==> src/rtl/carrier_lock_ctrl.sv <==
// carrier_lock_ctrl
//   Acquisition/tracking sequencer for the QAM16 carrier-recovery loop.
//   Averages |pd| from the decision-directed phase detector over windows
//   of 2**WIN_LOG2 symbols, steps the NCO sweep offset while searching,
//   picks the loop-filter gain and declares carrier lock.
//
// Ports
//   clk         in   system clock (8 MHz)
//   rst         in   asynchronous reset, active-low
//   en          in   controller enable; low forces IDLE and clears the window
//   bitsync     in   one-clk symbol strobe; pd is valid 2 clks later
//   pd          in   signed phase-detector word
//   sweep_freq  out  signed frequency offset to the NCO
//   gain_sel    out  loop-filter gain: 0 wide, 1 medium, 2 narrow
//   freeze      out  hold loop-filter integrator (IDLE, SWEEP)
//   lock        out  carrier locked
//   state       out  0 IDLE, 1 SWEEP, 2 PULL, 3 TRACK
//   err_mean    out  last window mean |pd|   (only with CLC_ERR_MON_EN)
//   err_valid   out  one-clk window strobe   (only with CLC_ERR_MON_EN)
//
// Build option
//   CLC_ERR_MON_EN : exposes the window mean and its strobe.
//
// state | meaning
// ------+-----------------------------------------------------------
// IDLE  | disabled, outputs at reset values
// SWEEP | stepping sweep_freq each window until a good window
// PULL  | medium gain, counting consecutive good windows
// TRACK | narrow gain, locked; counting consecutive bad windows

module carrier_lock_ctrl #(
    parameter int              PDW        = 34,
    parameter int              FW         = 32,
    parameter int              WIN_LOG2   = 6,
    parameter logic [PDW-1:0]  LOCK_TH    = 34'd4000000,
    parameter logic [PDW-1:0]  UNLOCK_TH  = 34'd9000000,
    parameter int              LOCK_CNT   = 4,
    parameter int              LOSS_CNT   = 3,
    parameter logic [FW-1:0]   SWEEP_STEP = 32'd20000,
    parameter logic [FW-1:0]   SWEEP_MAX  = 32'd2000000
) (
    input  logic                  clk,
    input  logic                  rst,
    input  logic                  en,
    input  logic                  bitsync,
    input  logic signed [PDW-1:0] pd,
    output logic signed [FW-1:0]  sweep_freq,
    output logic [1:0]            gain_sel,
    output logic                  freeze,
    output logic                  lock,
    output logic [1:0]            state
`ifdef CLC_ERR_MON_EN
    ,
    output logic [PDW-1:0]        err_mean,
    output logic                  err_valid
`endif
);

    localparam int AW = PDW + WIN_LOG2;
    localparam logic [3:0] LOCK_CNT_W = 4'(LOCK_CNT);
    localparam logic [3:0] LOSS_CNT_W = 4'(LOSS_CNT);

    typedef enum logic [1:0] {
        IDLE  = 2'd0,
        SWEEP = 2'd1,
        PULL  = 2'd2,
        TRACK = 2'd3
    } state_t;

    state_t state_q, state_n;
    logic signed [FW-1:0] sweep_n;
    logic [3:0] good_cnt_q, good_cnt_n;
    logic [3:0] bad_cnt_q, bad_cnt_n;
    logic [1:0] gain_n;
    logic       freeze_n;
    logic       lock_n;

    // ------------------------------------------------------------------
    // Sample strobe and window averaging
    // ------------------------------------------------------------------
    logic                bs_d1;
    logic                samp;
    logic [PDW-1:0]      pd_abs;
    logic [AW-1:0]       acc;
    logic [AW-1:0]       acc_sum;
    logic [AW-1:0]       mean_full;
    logic [WIN_LOG2-1:0] sym_cnt;
    logic                run;
    logic                win_done;
    logic                win_good;
    logic                win_bad;

    // Negating the most-negative word would wrap back to itself.
    always_comb begin
        pd_abs = pd;
        if (pd[PDW-1]) begin
            if (pd == {1'b1, {(PDW-1){1'b0}}})
                pd_abs = {1'b0, {(PDW-1){1'b1}}};
            else
                pd_abs = -pd;
        end
    end

    assign acc_sum   = acc + {{WIN_LOG2{1'b0}}, pd_abs};
    assign mean_full = acc_sum >> WIN_LOG2;
    assign run       = en && (state_q != IDLE);

    always_ff @(posedge clk or negedge rst) begin
        if (!rst) begin
            bs_d1    <= 1'b0;
            samp     <= 1'b0;
            acc      <= '0;
            sym_cnt  <= '0;
            win_done <= 1'b0;
            win_good <= 1'b0;
            win_bad  <= 1'b0;
`ifdef CLC_ERR_MON_EN
            err_mean <= '0;
`endif
        end else begin
            bs_d1    <= bitsync;
            samp     <= bs_d1;
            win_done <= 1'b0;
            if (!run) begin
                acc     <= '0;
                sym_cnt <= '0;
            end else if (samp) begin
                sym_cnt <= sym_cnt + WIN_LOG2'(1);
                if (&sym_cnt) begin
                    acc      <= '0;
                    win_done <= 1'b1;
                    win_good <= mean_full <  {{WIN_LOG2{1'b0}}, LOCK_TH};
                    win_bad  <= mean_full >= {{WIN_LOG2{1'b0}}, UNLOCK_TH};
`ifdef CLC_ERR_MON_EN
                    err_mean <= mean_full[PDW-1:0];
`endif
                end else begin
                    acc <= acc_sum;
                end
            end
        end
    end

`ifdef CLC_ERR_MON_EN
    assign err_valid = win_done;
`endif

    // ------------------------------------------------------------------
    // Sequencer
    // ------------------------------------------------------------------
    logic signed [FW:0] sw_sum;
    logic signed [FW:0] sw_lim;

    assign sw_sum = $signed({sweep_freq[FW-1], sweep_freq})
                  + $signed({SWEEP_STEP[FW-1], SWEEP_STEP});
    assign sw_lim = $signed({1'b0, SWEEP_MAX});

    always_ff @(posedge clk or negedge rst) begin
        if (!rst) begin
            state_q    <= IDLE;
            sweep_freq <= '0;
            good_cnt_q <= '0;
            bad_cnt_q  <= '0;
            gain_sel   <= 2'd0;
            freeze     <= 1'b1;
            lock       <= 1'b0;
        end else begin
            state_q    <= state_n;
            sweep_freq <= sweep_n;
            good_cnt_q <= good_cnt_n;
            bad_cnt_q  <= bad_cnt_n;
            gain_sel   <= gain_n;
            freeze     <= freeze_n;
            lock       <= lock_n;
        end
    end

    always_comb begin
        state_n    = state_q;
        sweep_n    = sweep_freq;
        good_cnt_n = good_cnt_q;
        bad_cnt_n  = bad_cnt_q;

        if (!en) begin
            state_n    = IDLE;
            sweep_n    = '0;
            good_cnt_n = '0;
            bad_cnt_n  = '0;
        end else begin
            case (state_q)
                IDLE: begin
                    state_n = SWEEP;
                end
                SWEEP: begin
                    if (win_done) begin
                        if (win_good) begin
                            state_n    = PULL;
                            good_cnt_n = 4'd1;
                        end else if (sw_sum > sw_lim) begin
                            sweep_n = FW'(0) - SWEEP_MAX;
                        end else begin
                            sweep_n = sw_sum[FW-1:0];
                        end
                    end
                end
                PULL: begin
                    if (win_done) begin
                        if (win_good) begin
                            if (good_cnt_q + 4'd1 >= LOCK_CNT_W) begin
                                state_n    = TRACK;
                                good_cnt_n = '0;
                                bad_cnt_n  = '0;
                            end else begin
                                good_cnt_n = good_cnt_q + 4'd1;
                            end
                        end else if (win_bad) begin
                            state_n    = SWEEP;
                            good_cnt_n = '0;
                        end
                    end
                end
                TRACK: begin
                    if (win_done) begin
                        if (win_bad) begin
                            if (bad_cnt_q + 4'd1 >= LOSS_CNT_W) begin
                                state_n   = SWEEP;
                                bad_cnt_n = '0;
                            end else begin
                                bad_cnt_n = bad_cnt_q + 4'd1;
                            end
                        end else begin
                            bad_cnt_n = '0;
                        end
                    end
                end
                default: state_n = IDLE;
            endcase
        end

        // Outputs are decoded from the next state so they register with it.
        gain_n   = 2'd0;
        freeze_n = 1'b1;
        lock_n   = 1'b0;
        case (state_n)
            PULL: begin
                gain_n   = 2'd1;
                freeze_n = 1'b0;
            end
            TRACK: begin
                gain_n   = 2'd2;
                freeze_n = 1'b0;
                lock_n   = 1'b1;
            end
            default: ;
        endcase
    end

    assign state = state_q;

endmodule

==> config.mk <==
export PLATFORM = sky130hd
export DESIGN_NAME = carrier_lock_ctrl
export DESIGN_NICKNAME = d
export VERILOG_FILES = /design/src/rtl/carrier_lock_ctrl.sv
export SDC_FILE = /design/constraint.sdc
export NUM_CORES = 1
export LEC_CHECK = 0
export ABC_AREA = 0
export CAP_MARGIN = 20
export CELL_PAD_IN_SITES_DETAIL_PLACEMENT = 1
export CELL_PAD_IN_SITES_GLOBAL_PLACEMENT = 1
export CORE_UTILIZATION = 47
export DETAILED_ROUTE_END_ITERATION = 7
export PLACE_DENSITY = 0.94
export SLEW_MARGIN = 20
export SYNTH_ARGS = -nofsm -noshare
export SYNTH_HDL_FRONTEND = slang
export SYNTH_SLANG_ARGS = --single-unit
==> constraint.sdc <==
create_clock -name clk -period 8.4 [get_ports clk]
set_clock_uncertainty 0.1 [all_clocks]
set_input_delay 2.52 -clock clk [delete_from_list [all_inputs] [get_ports clk]]
set_output_delay 2.52 -clock clk [all_outputs]
set_load 0.005 [all_outputs]
; ---- Word level (Yosys, flattened, before mapping)
; Index checks and enable logic that the tools add are counted.
[word_totals]
regBits = 97
input_bits = 38
output_inout_bits = 38
[classes]
add_sub_neg = 6
magnitude_cmp = 5
eq_ne = 19
n_mux = 45
reduce_logical = 9
[ops]
columns = op, count
row1 = $mux 32, 5
row2 = $mux 40, 3
row3 = $mux 34, 2
row4 = $mux 4, 14
row5 = $add 40x34->40, 1
row6 = $eq 34x34->1 const B, 1
row7 = $ge 34x24->1 const B, 1
row8 = $lt 34x22->1 const B, 1
row9 = $neg 34->34, 1
row10 = $add 32x16->33 const B, 1
row11 = $gt 33x22->1 const B, 1
row12 = $mux 2, 10
row13 = $ne 3x3->1 const B, 6
row14 = $pmux 4 s2, 2
row15 = $mux 6, 2
row16 = $reduce_and 5->1, 2
row17 = $add 4x1->4 const B, 2
row18 = $eq 2x2->1 const B, 4
row19 = $pmux 2 s4, 1
row20 = $reduce_and 8->1, 1
row21 = $add 6x1->6 const B, 1
row22 = $ne 3x1->1 const B, 2
row23 = $reduce_and 6->1, 1
row24 = $mux 1, 5
row25 = other kinds (12), 14

; ---- Longest topological paths before layout
; Gate-level depths: netlist (run 1).
[depth]
depth_word = 10
depth_mapped = 24
depth_no_buf = 21

; ---- Worst setup path before layout (run 1)
; Ideal clock, no wire load.
[synth_path]
path_type = input to register
startpoint = input pd[0]
endpoint = register win_bad
setup_ns = 0.138
arrival_ns = 7.483
slack_ns = 0.680
cell_stages = 24
cell_sequence = inv_1 > ha_1 > nand2b_1 > or4_1 > or2_1 > or4_1 > or4_1 > clkbuf_1 > or3_1 > clkbuf_1 > buf_2 > nand2_1 > ha_1 > clkbuf_1 > a21oi_1 > o21ai_0 > a221oi_1 > a2111oi_0 > or2_1 > buf_2 > a211oi_1 > a2bb2oi_1 > nor4bb_1 > a21oi_1
[synth_via]
elab_chain_len = 5
[synth_rtl]
columns = item, line
row1 = start: declaration, 46  ; input logic signed [PDW-1:0] pd,
row2 = $neg 34->34 / $eq 34x34->1 (equally long branches), "100, 97"
row3 = $mux 34, 97  ; if (pd == {1'b1, {(PDW-1){1'b0}}})
row4 = $mux 34 (*), 96  ; if (pd[PDW-1]) begin
row5 = $add 40x34->40 (*), 104  ; assign acc_sum = acc + {{WIN_LOG2{1'b0}}, pd_abs};
row6 = $ge 34x24->1 (*), 133  ; win_bad <= mean_full >= {{WIN_LOG2{1'b0}}, UNLOCK_TH};
row7 = end signal: assignment, 133
row8 = end: declaration, 91  ; logic win_bad;
; Every way passes the cells marked *; elsewhere a longest branch is shown, timed or not.
; A chain may end at the register's enable or synchronous reset.

; ---- Final worst setup path (run 1)
[layout_path]
startpoint = input pd[0]
endpoint = register win_good
[layout_via]
elab_chain_len = 5
[layout_rtl]
columns = item, line
row1 = $neg 34->34 / $eq 34x34->1 (equally long branches), "100, 97"
row2 = $mux 34, 97
row3 = $mux 34 (*), 96
row4 = $add 40x34->40 (*), 104
row5 = $lt 34x22->1 (*), 132  ; win_good <= mean_full < {{WIN_LOG2{1'b0}}, LOCK_TH};
row6 = end signal: assignment, 132
row7 = end: declaration, 90  ; logic win_good;
; Marks and branches as above.

==> out/qor.yml, run 1 <==
outcome:
  status: "complete, no violations"
hold_path:
  min_delay_path_depth: 0
  min-delay-start: "bs_d1"
  hold_path_end: "samp"
  hp-class: "flop to flop"
setup_path:
  cp-end-kind: "flop"
  cp_slowest_cell: "or3_1"
  worst_path_most_repeated_cell: "or4_1"
  crit_chain: "clkdlybuf4s50_1 > inv_1 > ha_1 > nand2b_1 > or4_1 > or2_1 > or4_1 > or4_1 > or3_1 > buf_4 > nand2_1 > ha_1 > a21oi_1 > o21ai_0 > a41o_1 > or3_1 > o21ai_2 > mux2i_1 > nand4b_1 > nor4bb_2 > o2bb2ai_1"
  cp.arrival_ps: 8300
  worstReg2RegStart: "sweep_freq[5]"
  cpPeakStageDelay_ps: 480
  cp_top_family: "simple AND/OR/NAND/NOR gates"
  worstSetupPathType: "input pin to flop"
  r2r_end: "sweep_freq[29]"
  crit_required_ps: 8580
  cp-start-kind: "input pin"
  critPathMaxFanout: 13
  r2r_cells: 11
  cp_num_buf_inv: 3
  regToRegSetupSlack_ps: 3860
global_routing:
  grt_overflow: 0
  grt_first_pass_wirelength_mm: 42.0
  grtUsageTotal_pct: 29.8
  antenna_found_initial: 0
  grt_pass1_vias: 8416
  grt_max_degree: 53
drt:
  wirelength_mm: 25.5
  avgViaCountPerCell: 6.35
  antenna_left: 0
  wl_per_cell_um: 20.0
  via_count: 8104
  drt_iter0_drc: 567
  drc_errors: 0
  first_pass_iters: 5
final_layout:
  final_cell_mix: "nand2_1, o21ai_0, dfrtp_1"
  final_common_cell: "nand2_1"
  syn2layout_area_growth_pct: 16.8
  drive_above_1_share_pct: 7.54
  antenna_cells: 0
  final_core_util_pct: 57.1
  fin_nets: 1135
clock_tree:
  cts-root-buf: "clkbuf_16"
  post-cts-setup-buffers: 0
  clk_pin_slew_ps: 70
  hold_buffers: 0
  insertion_delay_ps: 360
  cts-resized-gates: 0
  cts_tree: "yes"
  cts_buffer_depth: 2
  clkSinkCount: 91
  cts_max_level: 3
  numCtsBuffers: 9
pwr:
  p_leak_nw: 3.93
  p_sw_share_pct: 33.6
  power_frac_clock_pct: 34.2
  power_density_mw_per_mm2: 134
  p_sw_mw: 0.414
  internal_power_mw: 0.819
  p_total_mw: 1.23
  ir_drop_uv: 100
  pwr-share-seq_pct: 37.5
  p_comb_share_pct: 28.2
yosys:
  syn-mean-instance-area_um2: 7.90
  synth_enable_flop_cells: 0
  synthTopCellsByArea: "dfrtp_1, ha_1, nand2_1"
  synth_seq_cells: 91
  synthArstFlopShare_pct: 100
  synth_area_mm2: 0.00788
  yosysTopAreaCell: "dfrtp_1"
  synth.distinct_cells: 83
  synthCells: 998
  synthFlopType: "dfrtp_1"
  yosysWarnings: 0
  netlist.area_leader.share_pct: 28.6
  ys_seq_area_share_pct: 28.9
timing:
  rsz0062_at_grt: "false"
  fin_setup_tns_ps: 0
  finalHoldViolations: 0
  finalCritPeriodShare_pct: 96.7
  tightest_slew_ps: 775
  fin_crit_ps: 8120
  max_clock_freq_mhz: 123
  setup_viol: 0
  slew_headroom_pct: 48.0
  timing_max_transition_violations_final: 0
placed_design:
  io_buffers: 70
  gp_congestion: 0.980
  dp_hpwl_mm: 18.9
floorplanning:
  die_h_um: 131
  dieArea_mm2: 0.0173
  initial_core_util_pct: 48.9
  io_pins: 76
  die_width_um: 131
  rows: 46
  core_region_area_mm2: 0.0161
flow_run:
  timing.max_cap.violations: 0
sequential cells by signal, indices dropped and copies added, names as in the netlist:
register,cells
samp,1
state,2
freeze,1
sym_cnt,6
win_good,1
good_cnt_q,4
bad_cnt_q,4
win_done,1
sweep_freq,27
gain_sel,2
acc,40
win_bad,1
bs_d1,1
cell families (layout without fill, tap and decap cells):
kind of cell             after synthesis  in the layout  synth area share, %
multiplexers                           6              6                0.762
flip-flops                            91             91                 28.9
XOR/XNOR                              71             71                 7.89
AND/OR/NAND/NOR                      364            364                 23.4
buffers and inverters                 88            147                 4.78
other                                  1              5               0.0476
adder cells (fa/ha/maj)               41             41                 6.60
AO/OA/AOI/OAI                        336            336                 27.6
how the worst max path moves through the flow:
stage                from        to  slack [ps]  cells after the start
floorplan           pd[0]   win_bad         680                     24
global placement    pd[0]   win_bad         -30                     22
detailed placement  pd[0]   win_bad        -160                     22
CTS                 pd[0]   win_bad         170                     22
global route        pd[0]   win_bad          10                     24
finish              pd[0]  win_good         280                     21
layer usage:
layer | global-route usage [%] | vias up | wire length (um)
li1 | - | 3793 | -
met1 | 36.8 | 4032 | 11100
met2 | 51.9 | 219 | 12900
met3 | 4.24 | 60 | 925
met4 | 11.8 | 0 | 631
met5 | 0 | - | 0
per-stage QoR:
step / area, um^2 / hold WS, ps / worst slack [ps] / cells
after floorplan: 7900 / 231 / 680 / 1002
after global placement: 8870 / 234 / -29.2 / 1261
after detailed placement: 8870 / 275 / -164 / 1261
after CTS: 9160 / 290 / 174 / 1277
after global routing: 9200 / 292 / 14.4 / 1277
final: 9200 / 285 / 281 / 1277
power groups by stage:
stage / Clock [mW] / Sequential, mW / Combinational [mW]
detailed placement: 0 / 0.471 / 0.335
global route: 0.441 / 0.464 / 0.377
global placement: 0 / 0.470 / 0.320
CTS: 0.426 / 0.463 / 0.338
finish: 0.422 / 0.463 / 0.348
floorplan: 0 / 0.466 / 0.212
cell type report:
type	instances	area [um^2]
multi-input cells	823	5300
well taps	216	270
clock buffers	10	229
repair buffers	107	976
flip-flops and latches	91	2280
clock inverters	6	65.1
inverters	24	90.1
fillers	1994	6910
synth_stat cells, drive strengths merged (6+ instances only):
cell type,n
a21o,16
nor2b,13
buf,18
clkbuf,46
and2,12
o21bai,7
a21oi,77
nor2,49
and3,15
a31oi,11
nor3,20
nand2b,10
o211ai,10
inv,24
ha,40
nor3b,7
or4,9
a22o,22
or3,16
nor4,6
a22oi,7
dfrtp,90
nand2,129
nand3,37
o21ai,107
a211oi,14
nand4,23
o31ai,13
mux2i,6
xnor2,20
xor2,51
worst reg2reg max path: cells and delay by family (launching register included):
family	cells	cell delay, ps
AO/OA/AOI/OAI	5	1850
AND/OR/NAND/NOR	3	1030
flip-flops	1	490
buffers and inverters	1	360
adder cells (fa/ha/maj)	1	350
XOR/XNOR	1	260
Note: power is estimated with default switching activity, not from simulation.
==> run 2: changes to the inputs <==
Settings changed: SLEW_MARGIN 20 to 10.
==> results of run 2 <==
The final DEF is identical to that of run 1; final timing and power are the same.
